<file path="config.mk">
export PLATFORM = sky130hd
export DESIGN_NAME = rc_link_supervisor_flat
export DESIGN_NICKNAME = d
export VERILOG_FILES = /design/src/rtl/rc_pkg.sv /design/src/rtl/rc_link_supervisor_if.sv /design/src/rtl/rc_link_watchdog.sv /design/src/rtl/rc_link_supervisor.sv /design/src/flat_wrapper.sv
export SDC_FILE = /design/constraint.sdc
export NUM_CORES = 1
export LEC_CHECK = 0
export CAP_MARGIN = 25
export CORE_MARGIN = 2
export CORE_UTILIZATION = 45
export CTS_CLUSTER_SIZE = 8
export DETAILED_ROUTE_END_ITERATION = 10
export HOLD_SLACK_MARGIN = 0.1
export PLACE_DENSITY_LB_ADDON = 0.2
export SLEW_MARGIN = 5
export SYNTH_ARGS = -nofsm -noshare
export SYNTH_HDL_FRONTEND = slang
export SYNTH_SLANG_ARGS = --single-unit
</file>
<file path="constraint.sdc">
create_clock -name clk -period 2.3 [get_ports clk]
set_input_delay 0.46 -clock clk [delete_from_list [all_inputs] [get_ports clk]]
set_output_delay 0.46 -clock clk [all_outputs]
set_load 0.1 [all_outputs]
</file>
<file path="src/rtl/rc_pkg.sv">
// Shared types and constants for the RC link supervisor slice: channel type,
// supervisor state encoding and a channel legality helper.
package rc_pkg;

    localparam int CH_W       = 12;
    localparam int CENTER_DEF = 512;

    typedef logic [CH_W-1:0] rc_ch_t;

    typedef enum logic [1:0] {
        NO_LINK  = 2'd0,
        DISARMED = 2'd1,
        ARMED    = 2'd2,
        FAILSAFE = 2'd3
    } rc_state_t;

    function automatic logic ch_legal(input rc_ch_t ch, input rc_ch_t ch_max);
        return ch <= ch_max;
    endfunction

endpackage

</file>
<file path="src/rtl/rc_link_supervisor_if.sv">
// Bundle between the PPM decoder side (master) and the link supervisor
// (slave), including the supervisor's state for observation.
interface rc_link_supervisor_if;
    import rc_pkg::*;

    // frame_strobe is a valid-only qualifier: the ch_* fields are taken on the
    // clock edge where it is 1, and the supervisor never applies back-pressure.
    logic      frame_strobe;
    rc_ch_t    ch_throttle;
    rc_ch_t    ch_roll;
    rc_ch_t    ch_pitch;
    rc_ch_t    ch_yaw;
    rc_ch_t    ch_arm;

    rc_ch_t    throttle_out;
    rc_ch_t    roll_out;
    rc_ch_t    pitch_out;
    rc_ch_t    yaw_out;
    logic      armed;
    logic      failsafe;
    logic      link_ok;
    rc_state_t state_dbg;

    modport master (
        output frame_strobe, ch_throttle, ch_roll, ch_pitch, ch_yaw, ch_arm,
        input  throttle_out, roll_out, pitch_out, yaw_out,
        input  armed, failsafe, link_ok, state_dbg
    );

    modport slave (
        input  frame_strobe, ch_throttle, ch_roll, ch_pitch, ch_yaw, ch_arm,
        output throttle_out, roll_out, pitch_out, yaw_out,
        output armed, failsafe, link_ok, state_dbg
    );

endinterface

</file>
<file path="src/rtl/rc_link_watchdog.sv">
// Frame validation, link-loss watchdog and consecutive-good-frame run counter.
// timeout and link_acquired are single-cycle events for the supervisor FSM.
module rc_link_watchdog
    import rc_pkg::*;
#(
    parameter int unsigned TIMEOUT_CYCLES = 5_000_000,
    parameter int unsigned GOOD_FRAMES    = 3,
    parameter int unsigned CH_MAX         = 1023
) (
    input  logic   clk,
    input  logic   rst,
    input  logic   frame_strobe,
    input  rc_ch_t ch_throttle,
    input  rc_ch_t ch_roll,
    input  rc_ch_t ch_pitch,
    input  rc_ch_t ch_yaw,
    input  rc_ch_t ch_arm,
    output logic   good_frame,
    output logic   timeout,
    output logic   link_acquired
);

    localparam int WD_W  = $clog2(TIMEOUT_CYCLES + 1);
    localparam int RUN_W = $clog2(GOOD_FRAMES + 1);

    localparam rc_ch_t           CH_LIM  = rc_ch_t'(CH_MAX);
    localparam logic [WD_W-1:0]  WD_SAT  = WD_W'(TIMEOUT_CYCLES);
    localparam logic [WD_W-1:0]  WD_LAST = WD_W'(TIMEOUT_CYCLES - 1);
    localparam logic [RUN_W-1:0] RUN_SAT = RUN_W'(GOOD_FRAMES);
    localparam logic [RUN_W-1:0] RUN_ACQ = RUN_W'(GOOD_FRAMES - 1);

    logic [WD_W-1:0]  wd_q;
    logic [RUN_W-1:0] run_q;
    logic             frame_legal;

    assign frame_legal = ch_legal(ch_throttle, CH_LIM) && ch_legal(ch_roll, CH_LIM) &&
                         ch_legal(ch_pitch, CH_LIM) && ch_legal(ch_yaw, CH_LIM) &&
                         ch_legal(ch_arm, CH_LIM);

    assign good_frame = frame_strobe && frame_legal;

    // Fires only on the step into saturation, so a dead link raises it once;
    // a good frame on that same cycle suppresses it.
    assign timeout = !good_frame && (wd_q == WD_LAST);

    assign link_acquired = good_frame && (run_q >= RUN_ACQ);

    always_ff @(posedge clk) begin
        if (!rst) begin
            wd_q  <= '0;
            run_q <= '0;
        end else begin
            if (good_frame) begin
                wd_q <= '0;
            end else if (wd_q != WD_SAT) begin
                wd_q <= wd_q + WD_W'(1);
            end

            if (good_frame) begin
                if (run_q != RUN_SAT) begin
                    run_q <= run_q + RUN_W'(1);
                end
            end else if (frame_strobe || timeout) begin
                run_q <= '0;
            end
        end
    end

endmodule

</file>
<file path="src/rtl/rc_link_supervisor.sv">
// RC link supervisor: frame validation, link watchdog, arm/disarm FSM and
// failsafe throttle descent. Optional stick deadband under RC_DEADBAND_EN.
module rc_link_supervisor
    import rc_pkg::*;
#(
    parameter int unsigned TIMEOUT_CYCLES = 5_000_000,
    parameter int unsigned GOOD_FRAMES    = 3,
    parameter int unsigned ARM_THRESH     = 500,
    parameter int unsigned THR_ARM_MAX    = 50,
    parameter int unsigned CH_MAX         = 1023,
    parameter int unsigned CENTER         = CENTER_DEF,
    parameter int unsigned RAMP_PERIOD    = 500_000,
    parameter int unsigned RAMP_STEP      = 4
`ifdef RC_DEADBAND_EN
    ,
    parameter int unsigned DEADBAND       = 8
`endif
) (
    input logic clk,
    input logic rst,
    rc_link_supervisor_if.slave bus
);

    localparam int RAMP_W = $clog2(RAMP_PERIOD + 1);

    localparam rc_ch_t            CENTER_V  = rc_ch_t'(CENTER);
    localparam rc_ch_t            ARM_TH_V  = rc_ch_t'(ARM_THRESH);
    localparam rc_ch_t            THR_MAX_V = rc_ch_t'(THR_ARM_MAX);
    localparam rc_ch_t            STEP_V    = rc_ch_t'(RAMP_STEP);
    localparam logic [RAMP_W-1:0] RAMP_LAST = RAMP_W'(RAMP_PERIOD - 1);

`ifdef RC_DEADBAND_EN
    localparam logic signed [CH_W:0] DB_V = (CH_W + 1)'(DEADBAND);

    function automatic rc_ch_t stick(input rc_ch_t ch);
        logic signed [CH_W:0] diff;
        diff = $signed({1'b0, ch}) - $signed({1'b0, CENTER_V});
        if ((diff <= DB_V) && (diff >= -DB_V)) begin
            return CENTER_V;
        end
        return ch;
    endfunction
`else
    function automatic rc_ch_t stick(input rc_ch_t ch);
        return ch;
    endfunction
`endif

    logic good_frame;
    logic timeout;
    logic link_acquired;

    rc_link_watchdog #(
        .TIMEOUT_CYCLES (TIMEOUT_CYCLES),
        .GOOD_FRAMES    (GOOD_FRAMES),
        .CH_MAX         (CH_MAX)
    ) u_watchdog (
        .clk           (clk),
        .rst           (rst),
        .frame_strobe  (bus.frame_strobe),
        .ch_throttle   (bus.ch_throttle),
        .ch_roll       (bus.ch_roll),
        .ch_pitch      (bus.ch_pitch),
        .ch_yaw        (bus.ch_yaw),
        .ch_arm        (bus.ch_arm),
        .good_frame    (good_frame),
        .timeout       (timeout),
        .link_acquired (link_acquired)
    );

    rc_state_t         state_q, state_d;
    rc_ch_t            thr_q, thr_d;
    rc_ch_t            roll_q, roll_d;
    rc_ch_t            pitch_q, pitch_d;
    rc_ch_t            yaw_q, yaw_d;
    logic              prev_arm_q, prev_arm_d;
    logic [RAMP_W-1:0] ramp_q, ramp_d;

    logic   arm_hi;
    logic   arm_lo;
    logic   arm_level;
    logic   arm_rise;
    rc_ch_t thr_ramped;
    rc_ch_t roll_in;
    rc_ch_t pitch_in;
    rc_ch_t yaw_in;

    // A frame exactly at the threshold keeps whatever level was seen last.
    assign arm_hi     = bus.ch_arm > ARM_TH_V;
    assign arm_lo     = bus.ch_arm < ARM_TH_V;
    assign arm_level  = arm_hi || (!arm_lo && prev_arm_q);
    assign arm_rise   = !prev_arm_q && arm_level;
    assign thr_ramped = (thr_q > STEP_V) ? (thr_q - STEP_V) : '0;

    assign roll_in  = stick(bus.ch_roll);
    assign pitch_in = stick(bus.ch_pitch);
    assign yaw_in   = stick(bus.ch_yaw);

    always_comb begin
        state_d    = state_q;
        thr_d      = thr_q;
        roll_d     = roll_q;
        pitch_d    = pitch_q;
        yaw_d      = yaw_q;
        prev_arm_d = prev_arm_q;
        ramp_d     = ramp_q;

        if (good_frame) begin
            prev_arm_d = arm_level;
        end

        case (state_q)
            NO_LINK: begin
                if (link_acquired) begin
                    state_d = DISARMED;
                    roll_d  = roll_in;
                    pitch_d = pitch_in;
                    yaw_d   = yaw_in;
                end
            end

            DISARMED: begin
                if (timeout) begin
                    state_d = NO_LINK;
                    roll_d  = CENTER_V;
                    pitch_d = CENTER_V;
                    yaw_d   = CENTER_V;
                end else if (good_frame) begin
                    roll_d  = roll_in;
                    pitch_d = pitch_in;
                    yaw_d   = yaw_in;
                    if (arm_rise && (bus.ch_throttle < THR_MAX_V)) begin
                        state_d = ARMED;
                        thr_d   = bus.ch_throttle;
                    end
                end
            end

            ARMED: begin
                if (timeout) begin
                    // Throttle is held at its last commanded value as the ramp start.
                    state_d = FAILSAFE;
                    ramp_d  = '0;
                    roll_d  = CENTER_V;
                    pitch_d = CENTER_V;
                    yaw_d   = CENTER_V;
                end else if (good_frame) begin
                    roll_d  = roll_in;
                    pitch_d = pitch_in;
                    yaw_d   = yaw_in;
                    if (!arm_level) begin
                        state_d = DISARMED;
                        thr_d   = '0;
                    end else begin
                        thr_d   = bus.ch_throttle;
                    end
                end
            end

            FAILSAFE: begin
                if (link_acquired) begin
                    ramp_d  = '0;
                    roll_d  = roll_in;
                    pitch_d = pitch_in;
                    yaw_d   = yaw_in;
                    if (arm_hi) begin
                        state_d = ARMED;
                        thr_d   = bus.ch_throttle;
                    end else begin
                        state_d = DISARMED;
                        thr_d   = '0;
                    end
                end else if (ramp_q == RAMP_LAST) begin
                    ramp_d = '0;
                    thr_d  = thr_ramped;
                    if (thr_ramped == '0) begin
                        state_d = NO_LINK;
                    end
                end else begin
                    ramp_d = ramp_q + RAMP_W'(1);
                end
            end

            default: begin
                state_d = NO_LINK;
            end
        endcase
    end

    always_ff @(posedge clk) begin
        if (!rst) begin
            state_q    <= NO_LINK;
            thr_q      <= '0;
            roll_q     <= CENTER_V;
            pitch_q    <= CENTER_V;
            yaw_q      <= CENTER_V;
            prev_arm_q <= 1'b1;
            ramp_q     <= '0;
        end else begin
            state_q    <= state_d;
            thr_q      <= thr_d;
            roll_q     <= roll_d;
            pitch_q    <= pitch_d;
            yaw_q      <= yaw_d;
            prev_arm_q <= prev_arm_d;
            ramp_q     <= ramp_d;
        end
    end

    assign bus.throttle_out = thr_q;
    assign bus.roll_out     = roll_q;
    assign bus.pitch_out    = pitch_q;
    assign bus.yaw_out      = yaw_q;
    assign bus.armed        = (state_q == ARMED) || (state_q == FAILSAFE);
    assign bus.failsafe     = (state_q == FAILSAFE);
    assign bus.link_ok      = (state_q == DISARMED) || (state_q == ARMED);
    assign bus.state_dbg    = state_q;

endmodule

</file>
<file path="src/flat_wrapper.sv">
// flat-port wrapper written by rule: the top's interface ports become plain ports
module rc_link_supervisor_flat import rc_pkg::*;
#(
    parameter int unsigned TIMEOUT_CYCLES = 5_000_000,
    parameter int unsigned GOOD_FRAMES    = 3,
    parameter int unsigned ARM_THRESH     = 500,
    parameter int unsigned THR_ARM_MAX    = 50,
    parameter int unsigned CH_MAX         = 1023,
    parameter int unsigned CENTER         = CENTER_DEF,
    parameter int unsigned RAMP_PERIOD    = 500_000,
    parameter int unsigned RAMP_STEP      = 4

)
  (clk, rst, bus_frame_strobe, bus_ch_throttle, bus_ch_roll, bus_ch_pitch, bus_ch_yaw, bus_ch_arm, bus_throttle_out, bus_roll_out, bus_pitch_out, bus_yaw_out, bus_armed, bus_failsafe, bus_link_ok, bus_state_dbg);
  rc_link_supervisor_if bus_i ();
  input logic clk;
  input logic rst;
  input wire logic [$bits(bus_i.frame_strobe)-1:0] bus_frame_strobe;
  input wire logic [$bits(bus_i.ch_throttle)-1:0] bus_ch_throttle;
  input wire logic [$bits(bus_i.ch_roll)-1:0] bus_ch_roll;
  input wire logic [$bits(bus_i.ch_pitch)-1:0] bus_ch_pitch;
  input wire logic [$bits(bus_i.ch_yaw)-1:0] bus_ch_yaw;
  input wire logic [$bits(bus_i.ch_arm)-1:0] bus_ch_arm;
  output wire logic [$bits(bus_i.throttle_out)-1:0] bus_throttle_out;
  output wire logic [$bits(bus_i.roll_out)-1:0] bus_roll_out;
  output wire logic [$bits(bus_i.pitch_out)-1:0] bus_pitch_out;
  output wire logic [$bits(bus_i.yaw_out)-1:0] bus_yaw_out;
  output wire logic [$bits(bus_i.armed)-1:0] bus_armed;
  output wire logic [$bits(bus_i.failsafe)-1:0] bus_failsafe;
  output wire logic [$bits(bus_i.link_ok)-1:0] bus_link_ok;
  output wire logic [$bits(bus_i.state_dbg)-1:0] bus_state_dbg;
  assign bus_i.frame_strobe = bus_frame_strobe;
  assign bus_i.ch_throttle = bus_ch_throttle;
  assign bus_i.ch_roll = bus_ch_roll;
  assign bus_i.ch_pitch = bus_ch_pitch;
  assign bus_i.ch_yaw = bus_ch_yaw;
  assign bus_i.ch_arm = bus_ch_arm;
  assign bus_throttle_out = bus_i.throttle_out;
  assign bus_roll_out = bus_i.roll_out;
  assign bus_pitch_out = bus_i.pitch_out;
  assign bus_yaw_out = bus_i.yaw_out;
  assign bus_armed = bus_i.armed;
  assign bus_failsafe = bus_i.failsafe;
  assign bus_link_ok = bus_i.link_ok;
  assign bus_state_dbg = bus_i.state_dbg;
  rc_link_supervisor #(.TIMEOUT_CYCLES(TIMEOUT_CYCLES), .GOOD_FRAMES(GOOD_FRAMES), .ARM_THRESH(ARM_THRESH), .THR_ARM_MAX(THR_ARM_MAX), .CH_MAX(CH_MAX), .CENTER(CENTER), .RAMP_PERIOD(RAMP_PERIOD), .RAMP_STEP(RAMP_STEP)) u_core (.clk(clk), .rst(rst), .bus(bus_i));
endmodule
</file>
# Word level (Yosys, flattened, before mapping)
# Index checks and enable logic that the tools add are counted.
[word_totals]
word_cells = 119
inputBits = 63
out_inout_bits = 53
register_bits = 95
[op_classes]
n_reduce_logical = 30
muxes = 42
bitwise_logic = 1
eq_ne = 23
order_cmp = 10
n_addsub = 4
[op_table]
columns = ["cell", "n"]
rows = [
  ["12-bit 2-to-1 mux", 19],
  ["12-bit one-hot mux with 2 select lines", 3],
  ["12-bit by 10-bit <= comparator with 1-bit output (second input constant)", 5],
  ["19-bit 2-to-1 mux", 3],
  ["19-bit one-hot mux with 2 select lines", 1],
  ["12-bit one-hot mux with 3 select lines", 1],
  ["2-bit 2-to-1 mux", 14],
  ["23-bit by 1-bit adder with 23-bit output (second input constant)", 1],
  ["23-bit == test (second input constant)", 1],
  ["23-bit != test (second input constant)", 1],
  ["19-bit by 1-bit adder with 19-bit output (second input constant)", 1],
  ["19-bit == test (second input constant)", 1],
  ["7-bit AND reduction", 2],
  ["12-bit by 3-bit greater-than comparator with 1-bit output (second input constant)", 1],
  ["12-bit by 9-bit greater-than comparator with 1-bit output (second input constant)", 1],
  ["12-bit logical NOT", 1],
  ["12-bit by 6-bit < comparator with 1-bit output (second input constant)", 1],
  ["12-bit by 9-bit < comparator with 1-bit output (second input constant)", 1],
  ["2-bit != test (second input constant)", 6],
  ["12-bit by 3-bit subtractor with 12-bit output (second input constant)", 1],
  ["1-bit logical AND", 10],
  ["3-bit by 1-bit != test with 1-bit output (second input constant)", 3],
  ["3-bit != test (second input constant)", 3],
  ["2-bit by 1-bit != test with 1-bit output (second input constant)", 4],
  ["other kinds (14)", 25],
]

# Logic depth before layout (Yosys ltp)
# Gate-level depths: netlist (run 1).
[depth]
word_depth = 11
ltp_mapped = 10
depth_no_buf = 9

# Modules after synthesis
# Synthesis (run 1) repeated with hierarchy kept, for this count alone.
[hier_totals]
cells_unflattened = 568
area_unflattened_um2 = 4908.5
[modules_own_cells]
columns = ["mod", "seq_area_each_um2", "instances", "cells_per_inst", "area_per_inst_um2"]
rows = [
  ["rc_link_supervisor", 1401.3, 1, 408, 3567.2],
  ["rc_link_watchdog", 500.5, 1, 160, 1341.3],
]

# Worst setup path after synthesis (run 1)
# OpenSTA, ideal clock, no wires.
[synth_timing]
path_type = "register to register"
from = "register u_core.state_q[1] (netlist: u_core.bus.state_dbg[1])"
to = "register u_core.ramp_q[8]"
arrival_ps = 3318
path_buffers = 0
path_stages_with_launch = 8
t_required_ps = 2243
period_less_slack_ps = 3375
setup_time_ps = 57
slack_ps = -1075
path_cell_list = "dfxtp_1 ha_1 o41ai_2 a31oi_1 o21ai_2 a21o_1 o21ai_1 a21o_1"
[synth_via]
elab_chain_len = 3
elab_cells_between_ends = 6
cone_classes = "3 x eq/ne; 1 x mux; 2 x reduce/logical"
[synth_lines]
columns = ["element", "line", "source"]
rows = [
  ["from (decl)", "rc_link_supervisor.sv:71", "rc_state_t state_q, state_d;"],
  ["from (signal assigned)", "rc_link_supervisor.sv:200", "state_q <= state_d;"],
  ["2-bit == test (*)", "n/a", ""],
  ["via bus_failsafe", "flat_wrapper.sv:29", "output wire logic [$bits(bus_i.failsafe)-1:0] bus_failsafe;"],
  ["2-bit nonzero test (no line)", "n/a", ""],
  ["2-bit AND reduction (no line)", "n/a", ""],
  ["to (signal assigned)", "rc_link_supervisor.sv:206", "ramp_q <= ramp_d;"],
  ["to (decl)", "rc_link_supervisor.sv:77", "logic [RAMP_W-1:0] ramp_q, ramp_d;"],
]
# Mark *: on every way through the listed nets, which the timed path passes. The rest lies on a longest branch.
# A chain may end at the register's enable or synchronous reset.

# Worst setup path in the final report (run 1)
[layout_timing]
from = "input port bus_ch_throttle[10]"
to = "register u_core.thr_q[9] (netlist: u_core.bus.throttle_out[9])"
[layout_via]
elab_chain_len = 10
elab_cells_between_ends = 20
cone_classes = "2 x order compare; 6 x eq/ne; 2 x mux; 10 x reduce/logical"
[layout_lines]
columns = ["element", "line", "source"]
rows = [
  ["from (decl)", "flat_wrapper.sv:19", "input wire logic [$bits(bus_i.ch_throttle)-1:0] bus_ch_throttle;"],
  ["12-bit by 10-bit <= comparator with 1-bit output", "rc_pkg.sv:18", "return ch <= ch_max;"],
  ["1-bit logical AND (2 in a row)", "rc_link_watchdog.sv:36", "assign frame_legal = ch_legal(ch_throttle, CH_LIM) && ch_legal(ch_roll, CH_LIM) &&"],
  ["1-bit logical AND (2 in a row)", "rc_link_watchdog.sv:37", "ch_legal(ch_pitch, CH_LIM) && ch_legal(ch_yaw, CH_LIM) &&"],
  ["1-bit logical AND", "rc_link_watchdog.sv:40", "assign good_frame = frame_strobe && frame_legal;"],
  ["1-bit logical NOT", "rc_link_watchdog.sv:44", "assign timeout = !good_frame && (wd_q == WD_LAST);"],
  ["1-bit logical AND", "rc_link_watchdog.sv:44", ""],
  ["2-bit != test (no line)", "n/a", ""],
  ["7-bit AND reduction (no line)", "n/a", ""],
  ["to (signal assigned)", "rc_link_supervisor.sv:201", "thr_q <= thr_d;"],
  ["to (decl)", "rc_link_supervisor.sv:72", "rc_ch_t thr_q, thr_d;"],
]
# Parallel ways exist; a longest one is shown, timed or not.

==> key figures, run 1 <==
Routing
  – Number of DRC markers in iteration 0: 231
  – Via/cell ratio: 5.204
  – Met2 WL: 6057 um
  – Post-Route WL: 12210 um
  – Drt drc: 0
  – Wire per inst: 13.99 um
  – Pre-antenna DRT Iters: 6
  – Vias post-DR: 4543
  – Top layer in use: met4
  – Routed wl met3: 676 um
  – Post-Route M1 WL: 5213 um
  – Detail Route Antenna Nets: 0

Yosys
  – Synth Warn #: 0
  – Number of synthesized flops with an enable pin: 0
  – Main combinational cell family by area after synthesis: simple AND/OR/NAND/NOR gates
  – Synth Area in Compound Gates: 0.1466
  – Mux cell area share after synthesis: 0.006494
  – Net count after synthesis: 632
  – Predominant post-synthesis flop cell: dfxtp_1
  – Syn avg cell area: 8.302 um^2
  – Mapped Area: 0.004624 mm^2
  – Synth Area in Adders: 0.03247
  – Sequential share of the synthesized area: 0.4113
  – Seq cells post-synth: 95
  – Fraction of registers with async set/reset: 0
  – Simple-Gate Fraction of Synth Area: 0.2873
  – Yosys cell types: 64
  – Cell count after synthesis: 557
  – Xor and xnor fraction of the mapped netlist area: 0.07955

Final layout
  – Filler cells: 836
  – Final core utilization: 0.6726
  – Area growth syn-to-layout: 47.46%
  – Post-route cell area: 0.006819 mm^2
  – Layout Nets: 807
  – Commonest non-fill, non-tap cells in the layout: buf_4, dfxtp_1, nand2_1
  – Non-Filler Instances: 873
  – Area occupied by multi-input gates: 0.002758 mm^2
  – Antenna diode count: 0
  – Commonest non-fill, non-tap cell in the layout: buf_4
  – Share of post-route cells with drive strength above 1: 0.2795
  – Register area: 0.001923 mm^2

Placement
  – DP HPWL: 8856 um
  – RePlAce Congestion: 0.8244
  – Port Buf Inserts: 115
  – Dpl cells: 850
  – Area after DPL: 0.006362 mm^2

STA
  – Final setup viols: 4
  – Peak Freq: 425.8 MHz
  – Final Cycle Share: 1.021
  – Slew @ Worst Pin: 519.5 ps
  – Max_slew headroom: 0.6505
  – Final Hold Fails: 0
  – Clock Skew: 12.09 ps
  – Minimum clock period after layout: 2349 ps
  – Slew Limit Fails: 0
  – RSZ-0062 raised after global routing: yes
  – Setup slack after layout: -48.53 ps
  – Hold Slack: 454.5 ps

CTS
  – CTS tree: done
  – CTS sink count: 95
  – Clk_lat worst skew: 370 ps
  – Root Driver: clkbuf_8
  – # hold bufs at CTS: 0
  – CTS H-tree depth: 3
  – Reg clk slew, reported paths: 100 ps
  – CTS buffer count: 9
  – Clk buf depth: 2

Power and ir drop
  – Peak supply drop: 0.3270 mV
  – Clk network pwr share: 0.379
  – Cell Int Power: 2.299 mW
  – Sequential group share of total power: 0.549
  – Switching share of power: 0.2345
  – NetSw: 704.1 uW
  – Comb power frac: 0.072
  – Cell area power density: 440.3 mW/mm^2
  – Design Power: 3.003 mW
  – Leak pwr: 2.739 nW

Worst setup path
  – Reg-to-Reg Start: u_core.u_watchdog.wd_q[20]
  – Depth of the worst register-to-register path: 8
  – R2r endpoint: u_core.ramp_q[14]
  – CP Class: in2reg
  – Worst setup SP type: primary input
  – Critical path endpoint: u_core.bus.throttle_out[9]
  – Reg2Reg Setup Slack: 30 ps
  – CP required: 2560 ps
  – Critical Path Start: bus_ch_throttle[10]
  – Arrival time at the worst endpoint: 2610 ps
  – Crit. End Element: flop
  – CP max FO: 5

Floorplanning
  – Starting Density: 0.4561
  – Core area: 0.01014 mm^2
  – Die area: 0.01110 mm^2
  – Die Width: 105.4 um
  – # IOs: 116
  – Die span in y: 105.4 um
  – Std-Cell Rows: 37

Run status
  – Status: finished with violations
  – Violated checks: negative setup slack

GRT
  – Largest net degree at the start of global routing: 31
  – GRT Util Overall: 0.2218
  – Gr ovfl total: 0
  – Vias in the first global route: 4520
  – Initial antenna violation count: 0
  – First-pass GRT wire length: 20130 um

Worst hold path
  – Hold WC Path Type: reg2reg

Job
  – Max-cap violation count: 0
synth_stat cells (11+ instances only):
cell type	number	share of area
xnor2_1	15	0.028
dfxtp_1	95	0.41
o21ai_1	17	0.018
xor2_1	27	0.051
inv_1	16	0.013
nand3_1	18	0.019
nor2_1	68	0.055
clkbuf_1	13	0.011
a21oi_1	39	0.042
ha_1	12	0.032
nand4_1	11	0.015
nand2_1	83	0.067
per-layer routing:
metal / vias to the layer above / GRT usage
met3: 24 / 0.05566
met4: 0 / 0.1000
met5: - / 0
met2: 112 / 0.3788
met1: 2131 / 0.2612
li1: 2276 / -
cell type report:
class / instances / share of cell area
inverters: 16 / 0.008807
flip-flops and latches: 95 / 0.2820
multi-input cells: 424 / 0.4044
repair buffers: 186 / 0.2506
clock inverters: 7 / 0.01101
clock buffers: 9 / 0.01817
well taps: 136 / 0.02495
logic make-up after synthesis:
group,Yosys count
simple gates,263
compound gates,104
flops,95
xor+xnor,42
buf+inv,38
fa+ha+maj,12
mux,3
worst min-delay path by stage:
stage                               start                     endpoint  depth (start not counted)
4_1_cts             u_core.bus.yaw_out[5]        u_core.bus.yaw_out[5]                          2
6_report           u_core.bus.roll_out[5]       u_core.bus.roll_out[5]                          2
2_1_floorplan  u_core.u_watchdog.wd_q[22]   u_core.u_watchdog.wd_q[22]                          2
5_1_grt               bus_ch_throttle[11]  u_core.bus.throttle_out[11]                          4
3_5_place_dp        u_core.bus.yaw_out[5]        u_core.bus.yaw_out[5]                          2
3_3_place_gp       u_core.bus.roll_out[2]       u_core.bus.roll_out[2]                          2
sequential cells by signal, indices dropped and copies added, names as in the netlist:
signal                   flops
u_core.u_watchdog.wd_q      23
u_core.ramp_q               19
u_core.bus.pitch_out        12
u_core.bus.roll_out         12
u_core.bus.throttle_out     12
u_core.bus.yaw_out          12
u_core.bus.state_dbg         2
u_core.u_watchdog.run_q      2
u_core.prev_arm_q            1
metrics by stage:
| stage | TNS, ps | worst slack (ps) |
|---|---|---|
| floorplan | -2682 | -207.1 |
| global placement | -39270 | -640.1 |
| detailed placement | -42160 | -713.3 |
| CTS | 0 | 3.537 |
| global route | -847.1 | -94.43 |
| finish | -146.8 | -48.53 |
power by group through the flow:
stage	combinational (mW)	clock [mW]	sequential, mW
2_1_floorplan	0.0494	0	1.69
3_3_place_gp	0.212	0	1.69
3_5_place_dp	0.216	0	1.69
4_1_cts	0.213	1.17	1.65
5_1_grt	0.233	1.23	1.65
6_report	0.217	1.14	1.65
worst max-delay path: stages:
cell	delay, ps
clkdlybuf4s15_1	200
or4_4	460
or3_4	420
a21o_1	200
a211oi_4	360
buf_6	190
buf_16	130
o21ai_4	50
a21oi_2	100
nor2_1	50
repair_timing:
action,CTS,global route
buffers inserted,2,3
gates resized for setup,49,20
pin swaps,13,14
setup endpoints to repair,71,41
cloned,3,0
(Power assumes the default switching activity.)
==> run 2: changes to the inputs <==
ABC_AREA = 1   (was not set)
CORE_UTILIZATION = 46   (was 45)
==> run 2 against run 1 <==
  * The flow now finishes without violations
  * Critical path depth shrank 5
  * Core utilization down 4.5 points
  * Area after synthesis rose by 11%
  * Count of clock-buffer cells in the layout is 2 higher
  * Hold slack worse by 6.5 ps
  * Clock skew up 1.1 ps
  * Sequential power rose by 16%
  * Synthesized cell count increased by 41%
  * First-iteration DRC count up 30%
  * Clock power increased by 5%
  * Register-to-register slack gained 270 ps
==> key figures, run 2 <==
Yosys
  – Synth area leaders: dfxtp_1, nand2_1, nor2_1, a21oi_1, inv_1
  – Post-synth top area cell: dfxtp_1
  – Count leader, synth: nand2_1
  – Simple-Gate Fraction of Synth Area: 0.3718
  – Fraction of registers with async set/reset: 0
  – Yosys cell types: 43
  – Number of synthesized flops with an enable pin: 0
  – Main combinational cell family by area after synthesis: simple AND/OR/NAND/NOR gates
  – Syn avg cell area: 6.543 um^2
  – Sequential share of the synthesized area: 0.3688
  – Post-synth top cells: nand2_1, nor2_1, dfxtp_1
  – Synth Warn #: 0
  – Xor and xnor fraction of the mapped netlist area: 0.01699
  – Seq cells post-synth: 95
  – Cell count after synthesis: 788
  – Mux cell area share after synthesis: 0
  – Net count after synthesis: 863
  – Mapped Area: 0.005156 mm^2
  – Synth Area in Adders: 0.02912
  – Synth top area share: 0.3688
  – Predominant post-synthesis flop cell: dfxtp_1
  – Synth Area in Compound Gates: 0.1252

Placement
  – RePlAce Congestion: 0.9052
  – Port Buf Inserts: 115
  – Dpl cells: 1056
  – Area after DPL: 0.006610 mm^2
  – DP HPWL: 10550 um
  – Post-place setup slack: -138.2 ps

Final layout
  – Max reg flops: 23
  – Layout Nets: 1002
  – Post-route cell area: 0.006828 mm^2
  – Filler cells: 965
  – Antenna diode count: 0
  – Area growth syn-to-layout: 32.42%
  – Final core utilization: 0.6271
  – Top Registers: u_core.u_watchdog.wd_q (23), u_core.ramp_q (19)
  – Commonest non-fill, non-tap cell in the layout: nand2_1
  – Share of post-route cells with drive strength above 1: 0.1502
  – Commonest non-fill, non-tap cells in the layout: nand2_1, nor2_1, dfxtp_1
  – Non-Filler Instances: 1072
  – Largest register by flop count: u_core.u_watchdog.wd_q

Power and ir drop
  – Design Power: 6.291 mW
  – Leak pwr: 2.839 nW
  – Peak supply drop: 0.7980 mV
  – Cell area power density: 921.4 mW/mm^2

Worst setup path
  – Arrival time at the worst endpoint: 1600 ps
  – R2r endpoint: u_core.ramp_q[2]
  – CP required: 1840 ps
  – CP max FO: 7
  – Worst setup SP type: flop
  – Reg-to-Reg Start: u_core.u_watchdog.run_q[0]
  – Reg2Reg Setup Slack: 300 ps
  – Crit. End Element: primary output
  – Depth of the worst register-to-register path: 11
  – CP Class: reg2out

Routing
  – Met2 WL: 6992 um
  – Routed wl met3: 820 um
  – Detail Route Antenna Nets: 0
  – Via/cell ratio: 5.127
  – Number of DRC markers in iteration 0: 301
  – Post-Route M1 WL: 5666 um
  – Vias post-DR: 5496
  – Pre-antenna DRT Iters: 5
  – Wire per inst: 12.77 um
  – Post-Route WL: 13690 um
  – Drt drc: 0
  – Top layer in use: met4

GRT
  – Gr ovfl total: 0
  – First-pass GRT wire length: 22370 um
  – Initial antenna violation count: 0
  – Largest net degree at the start of global routing: 34
  – GRT Util Overall: 0.2329
  – Vias in the first global route: 5191

Floorplanning
  – Std-Cell Rows: 38
  – Core area: 0.01089 mm^2
  – # IOs: 116
  – Starting Density: 0.4736
  – Die span in y: 109.9 um
  – Die area: 0.01207 mm^2
  – Die Width: 109.9 um

STA
  – Slew @ Worst Pin: 456.0 ps
  – Final Hold Fails: 0
  – Slew Limit Fails: 0
  – Clock Skew: 13.17 ps
  – RSZ-0062 raised after global routing: no
  – Minimum clock period after layout: 2057 ps
  – Peak Freq: 486.2 MHz
  – Final Cycle Share: 0.8943
  – Setup slack after layout: 243.0 ps
  – Final setup viols: 0
  – Hold Slack: 448.0 ps
  – Setup_tns: 0 ps
  – Max_slew headroom: 0.6937

Worst hold path
  – Hold Crit Start: u_core.bus.yaw_out[11]
  – Hold endpoint: u_core.bus.yaw_out[11]
  – Hold path cells: 2
  – Hold WC Path Type: reg2reg

CTS
  – CTS buffer count: 9
  – CTS H-tree depth: 3
  – Clk buf depth: 2
  – CTS sink count: 95
  – Root Driver: clkbuf_8
  – Reg clk slew, reported paths: 100 ps
  – Clk_lat worst skew: 390 ps
  – Post-CTS Repair Setup Buffers: 0
  – CTS tree: done

Run status
  – Status: finished clean

Job
  – Max-cap violation count: 0
run 2: cell count changes after synthesis, moves of 13 or more:
cell	delta
nand2_1	+149
inv_1	+66
xor2_1	-18
clkbuf_1	-13
nand3_1	+17
nor3_1	+20
nor2_1	+42
xnor2_1	-14
a21oi_1	+40
o21ai_1	-14
run 2: cells by family (layout without fill, tap and decap cells):
logic type	after synthesis	count (layout)
and+or+nand+nor	447	447
AOI/OAI and AO/OA	119	119
buffers and inverters	105	249
DFF	95	95
adders and majority gates	12	12
xor gates and xnor gates	10	10
run 2: worst max path at each step:
stage / from / to / slack (ps) / cells past startpoint
4_1_cts: u_core.bus.state_dbg[0] / bus_armed / 220 / 5
2_1_floorplan: u_core.bus.state_dbg[0] / u_core.ramp_q[13] / 10 / 10
6_report: u_core.bus.state_dbg[0] / bus_armed / 240 / 5
3_5_place_dp: bus_ch_throttle[10] / u_core.bus.throttle_out[5] / -140 / 10
5_1_grt: bus_ch_throttle[10] / u_core.bus.throttle_out[8] / 40 / 11
3_3_place_gp: bus_ch_throttle[10] / u_core.bus.throttle_out[8] / -140 / 11
run 2: what timing repair did:
| item | 4_1_cts | 5_1_grt |
|---|---|---|
| hold buffers | 0 | 0 |
| setup endpoints to repair | 0 | 2 |
| resized for setup | 0 | 1 |
run 2: area by class of cell:
type	instances	area, um^2	share of cell area
tap	140	175.2	0.02566
multi-input combinational	588	2843	0.4163
inverter	88	339.1	0.04966
timing repair buffer	145	1344	0.1968
clock inverter	5	63.81	0.009346
clock buffer	11	151.4	0.02217
sequential	95	1912	0.2800
run 2: worst max-delay path, stage by stage, from the launching register on:
cell and delay (ps):
dfxtp_4 410, inv_2 80, ha_4 190, nor2_2 150, clkinvlp_4 180, buf_12 200
run 2: power by group:
group          internal [mW]  switching [mW]
registers               1.77           0.136
clock network          0.574           0.627
logic                  0.998            2.18
run 2: metal layers:
layer	GRT usage	up-vias
li1	-	2801
met1	0.2642	2519
met2	0.4124	152
met3	0.07410	24
met4	0.07414	0
met5	0	-
